### src/rtl/tone_gen.sv
// rtl/tone_gen.sv - square-wave tone generator with boundary-aligned note changes
// and a drain state that never truncates a high half-period.
module tone_gen #(
  parameter int CNT_WIDTH    = 26,
  parameter int DEFAULT_HALF = 95500,
  parameter int OCT_WIDTH    = 3
) (
  input  logic                 clk,
  input  logic                 reset,
  input  logic                 enable,
  input  logic                 note_load,
  input  logic [CNT_WIDTH-1:0] note_half,
  input  logic [OCT_WIDTH-1:0] octave,
  output logic                 freqOut,
  output logic                 edge_pulse,
  output logic                 active
);

  typedef enum logic [1:0] {IDLE, RUN, DRAIN} state_t;

  state_t               state_q, state_d;
  logic [CNT_WIDTH-1:0] cnt_q, cnt_d;
  logic                 freq_q, freq_d;
  logic                 edge_q, edge_d;
  logic                 active_q, active_d;
  logic [CNT_WIDTH-1:0] active_half_q, active_half_d;
  logic [OCT_WIDTH-1:0] active_oct_q, active_oct_d;
  logic [CNT_WIDTH-1:0] pend_half_q, pend_half_d;
  logic [OCT_WIDTH-1:0] pend_oct_q, pend_oct_d;
  logic                 pend_valid_q, pend_valid_d;

  logic [CNT_WIDTH-1:0] shifted;
  logic [CNT_WIDTH-1:0] term;
  logic                 run_ok;
  logic                 at_term;
  logic                 boundary;

  always_comb begin
    shifted  = active_half_q >> active_oct_q;
    term     = (shifted == '0 && active_half_q != '0) ? CNT_WIDTH'(1) : shifted;
    run_ok   = enable && (active_half_q != '0);
    at_term  = (cnt_q == term);
    boundary = 1'b0;

    state_d       = state_q;
    cnt_d         = cnt_q;
    freq_d        = freq_q;
    edge_d        = 1'b0;
    active_half_d = active_half_q;
    active_oct_d  = active_oct_q;
    pend_half_d   = pend_half_q;
    pend_oct_d    = pend_oct_q;
    pend_valid_d  = pend_valid_q;

    unique case (state_q)
      IDLE: begin
        cnt_d  = '0;
        freq_d = 1'b0;
        // A pending note stranded by a stop from the low phase is promoted here.
        if (note_load) begin
          active_half_d = note_half;
          active_oct_d  = octave;
          pend_valid_d  = 1'b0;
        end else if (pend_valid_q) begin
          active_half_d = pend_half_q;
          active_oct_d  = pend_oct_q;
          pend_valid_d  = 1'b0;
        end
        if (run_ok) state_d = RUN;
      end
      RUN, DRAIN: begin
        if (state_q == RUN && !run_ok && !freq_q) begin
          state_d = IDLE;
          cnt_d   = '0;
        end else begin
          if (at_term) begin
            boundary = 1'b1;
            cnt_d    = '0;
            freq_d   = !freq_q;
            edge_d   = 1'b1;
          end else begin
            cnt_d = cnt_q + CNT_WIDTH'(1);
          end
          // Stopping is only ever reached from the high phase here, so the
          // terminal boundary is the falling edge.
          if (run_ok)       state_d = RUN;
          else if (at_term) state_d = IDLE;
          else              state_d = DRAIN;
        end

        if (boundary) begin
          if (note_load) begin
            active_half_d = note_half;
            active_oct_d  = octave;
            pend_valid_d  = 1'b0;
          end else if (pend_valid_q) begin
            active_half_d = pend_half_q;
            active_oct_d  = pend_oct_q;
            pend_valid_d  = 1'b0;
          end
        end else if (note_load) begin
          pend_half_d  = note_half;
          pend_oct_d   = octave;
          pend_valid_d = 1'b1;
        end
      end
      default: begin
        state_d = IDLE;
        cnt_d   = '0;
        freq_d  = 1'b0;
      end
    endcase

    active_d = (state_d != IDLE);
  end

  always_ff @(posedge clk) begin
    if (reset) begin
      state_q       <= IDLE;
      cnt_q         <= '0;
      freq_q        <= 1'b0;
      edge_q        <= 1'b0;
      active_q      <= 1'b0;
      active_half_q <= CNT_WIDTH'(DEFAULT_HALF);
      active_oct_q  <= '0;
      pend_half_q   <= '0;
      pend_oct_q    <= '0;
      pend_valid_q  <= 1'b0;
    end else begin
      state_q       <= state_d;
      cnt_q         <= cnt_d;
      freq_q        <= freq_d;
      edge_q        <= edge_d;
      active_q      <= active_d;
      active_half_q <= active_half_d;
      active_oct_q  <= active_oct_d;
      pend_half_q   <= pend_half_d;
      pend_oct_q    <= pend_oct_d;
      pend_valid_q  <= pend_valid_d;
    end
  end

  assign freqOut    = freq_q;
  assign edge_pulse = edge_q;
  assign active     = active_q;

endmodule

### config.mk
export PLATFORM = sky130hd
export DESIGN_NAME = tone_gen
export DESIGN_NICKNAME = d
export VERILOG_FILES = /design/src/rtl/tone_gen.sv
export SDC_FILE = /design/constraint.sdc
export NUM_CORES = 1
export LEC_CHECK = 0
export ABC_CLOCK_PERIOD_IN_PS = 9500
export CAP_MARGIN = 20
export CELL_PAD_IN_SITES_DETAIL_PLACEMENT = 1
export CELL_PAD_IN_SITES_GLOBAL_PLACEMENT = 2
export CORE_ASPECT_RATIO = 0.7
export CORE_MARGIN = 4
export CORE_UTILIZATION = 25
export CTS_CLUSTER_SIZE = 16
export DETAILED_ROUTE_END_ITERATION = 8
export PLACE_DENSITY_LB_ADDON = 0.1
export SYNTH_ARGS = -nofsm -noshare
export SYNTH_HDL_FRONTEND = slang
export SYNTH_SLANG_ARGS = --single-unit
export TNS_END_PERCENT = 100
### constraint.sdc
create_clock -name clk -period 9.5 [get_ports clk]
set_input_delay 2.375 -clock clk [delete_from_list [all_inputs] [get_ports clk]]
set_output_delay 2.375 -clock clk [all_outputs]
set_load 0.01 [all_outputs]
==> metrics.yaml <==
p_sw_share_pct: 35.6
cts_buffers: 9
ys_ff_latch: 90
finalSetupTns_ns: 0
cts_hold_buf: 0
synthArstFlopShare_pct: 0
worst_pin_slew_ns: 1.03
overflow: 0
critPathRequiredTime_ns: 9.75
crit_family: "compound AO/OA/AOI/OAI gates"
netlist_area_mm2: 0.00614
synth_area_per_cell_um2: 8.43
p_comb_share_pct: 30.7
fin_skew_ns: 0.00957
slew_headroom_pct: 31.4
dr.first_iter.drc_count: 244
cp_cell_sequence: "buf_4 > mux2i_1 > mux2i_1 > nand2b_1 > a211o_1 > a2111oi_4 > nand4_2 > nor2_2 > a21oi_4 > buf_4 > a221o_1"
p_clk_share_pct: 29.8
grt_pass1_wl_mm: 31.4
max_freq_mhz: 224
sequentialPowerShare_pct: 39.5
cts-resized-gates: 0
route.detailed.drc: 0
setup_viol: 0
port_buffers: 35
grt_pass1_vias: 5445
finalWirelength_mm: 19.2
die_w_um: 195
wl_per_cell_um: 18.3
num-nets-final: 762
start_util_pct: 25.7
die_h_um: 139
criticalPathCategory: "reg -> reg"
yosysUniqueCellTypes: 74
hold_path.class: "reg -> reg"
grt_usage_pct: 14.4
cts.sink_count: 90
final_cell_mix: "nand2_1, dfxtp_1, mux2i_1"
synth_xor_area_share_pct: 6.27
cts-root-buf: "clkbuf_16"
htreeDepth: 3
max_stage_delay_ns: 0.67
drive_above_1_share_pct: 11.2
num_rows: 47
dieArea_mm2: 0.0272
synthesis.nets: 766
synthMuxAreaShare_pct: 23.9
ys_seq_area_share_pct: 29.3
yosysWarnings: 0
first_pass_iters: 4
crit_path_end_kind: "flop"
start_kind: "flop"
diodes: 0
rsz0062_at_grt: "false"
cellPowerDensity_mw_per_mm2: 168
synth-compound-area-share_pct: 11.4
arrival_ns: 4.71
antenna_found_initial: 0
io_pins: 36
post-cts-setup-buffer-count: 0
core_area_mm2: 0.0239
grt_max_degree: 105
power.total_mw: 1.16
ir_worst_vdd_mv: 0.0859
final_core_util_pct: 29.0
timing.final.crit_share_pct: 46.9
viasPerCell: 5.01
slew_viol_final: 0
routabilityCongestion: 0.833
worstSkewPairLatency_ns: 0.36
switching_power_mw: 0.415
syn_inst: 729
outcome: "completed"
slowest_stage: "buf_4"
finalHoldViolCount: 0
clk_path_buf_depth: 2
fillers: 2807
hold_ws_ns: 0.454
synth-simple-area-share_pct: 22.8
synth_top_flop_cell: "dfxtp_1"
syn2layout_area_growth_pct: 13.1
cp_max_fo: 79
final_common_cell: "nand2_1"
synthAdderAreaFrac_pct: 0.815
dp_hpwl_mm: 13.6
cts_tree: "yes"
clk_pin_slew_ns: 0.07
synth_edf_count: 0
path_buf_inv: 2
synth_top_family_by_area: "multiplexers"
p_leak_nw: 2.50
fin_crit_ns: 4.46
internal-power_mw: 0.749
vias: 5249
maxCapViolCount: 0
final_antenna_net_count: 0
-- worst register-to-register path: stages (launching register included) --
cell,delay (ns)
dfxtp_2,0.31
buf_4,0.67
mux2i_1,0.69
mux2i_1,0.29
nand2b_1,0.22
a211o_1,0.36
a2111oi_4,0.39
nand4_2,0.31
nor2_2,0.32
a21oi_4,0.08
buf_4,0.30
a221o_1,0.41
-- state kept, by name, indices dropped and copies added (netlist names) --
name,count
pend_half_q,26
active,1
pend_oct_q,3
cnt_q,26
active_oct_q,3
freqOut,1
active_half_q,26
state_q,2
pend_valid_q,1
edge_pulse,1
-- power groups by stage --
stage	Sequential (mW)	Clock [mW]	Combinational (mW)
finish	0.460	0.347	0.357
global route	0.466	0.378	0.393
CTS	0.461	0.366	0.360
detailed placement	0.470	0	0.358
global placement	0.468	0	0.355
floorplan	0.431	0	0.293
-- synthesized netlist by cell type, drive strengths merged (12+ instances only) --
library cell    n  area [um2]
clkbuf         33         125
nand2         128         480
o21ai          15        75.1
mux2i          85         851
xor2           23         201
mux2           29         327
nand3          13        65.1
buf            26         175
xnor2          21         184
nor2           70         265
a211oi         13        97.6
mux4           13         293
nor3           21         110
nor2b          12        75.1
dfxtp          90        1800
a21oi          18        97.6
-- logic make-up (layout without fill, tap and decap cells) --
logic type | count (synthesis) | in the layout
AND/OR/NAND/NOR | 302 | 302
adder cells (fa/ha/maj) | 4 | 4
multiplexers | 127 | 127
buffers and inverters | 68 | 69
flip-flops | 90 | 90
XOR/XNOR | 44 | 44
AO/OA/AOI/OAI | 94 | 94
-- final cells by class --
| class | instances | area, um2 | share of cell area [%] |
|---|---|---|---|
| multi-input combinational | 571 | 4020 | 57.9 |
| timing repair buffer | 44 | 418 | 6.02 |
| tap | 318 | 398 | 5.73 |
| clock buffer | 11 | 233 | 3.35 |
| sequential | 90 | 1800 | 26.0 |
| clock inverter | 5 | 38.8 | 0.558 |
| inverter | 9 | 33.8 | 0.486 |
-- per-layer routing --
metal  GRT usage [%]  up-vias  part of all wire (%)
met5               0        -                     0
met4            3.31        0                   1.0
met3            3.25       10                   3.5
met2            22.5       76                    45
met1            20.3     2598                    50
li1                -     2565                     -
-- through the flow --
step                      instance area, um2  instances  worst slack (ns)
after floorplan                         6140        729              5.84
after global placement                  6680       1032              4.94
after detailed placement                6680       1032              4.86
after CTS                               6950       1048              5.06
after global routing                    6950       1048              4.83
final                                   6950       1048              5.04
-- path summary, 6_finish.rpt --
path / endpoint / slack [ns] / from / depth (start not counted)
hold reg to reg: pend_half_q[2]$_SDFFE_PP0P_ / 0.45 / pend_half_q[2]$_SDFFE_PP0P_ / 2
setup / recovery: pend_valid_q$_SDFFE_PP0P_ / 5.04 / active_oct_q[1]$_SDFFE_PP0P_ / 11
hold / removal: pend_half_q[2]$_SDFFE_PP0P_ / 0.45 / pend_half_q[2]$_SDFFE_PP0P_ / 2
setup reg to reg: pend_valid_q$_SDFFE_PP0P_ / 5.04 / active_oct_q[1]$_SDFFE_PP0P_ / 11
(Power assumes the default switching activity.)
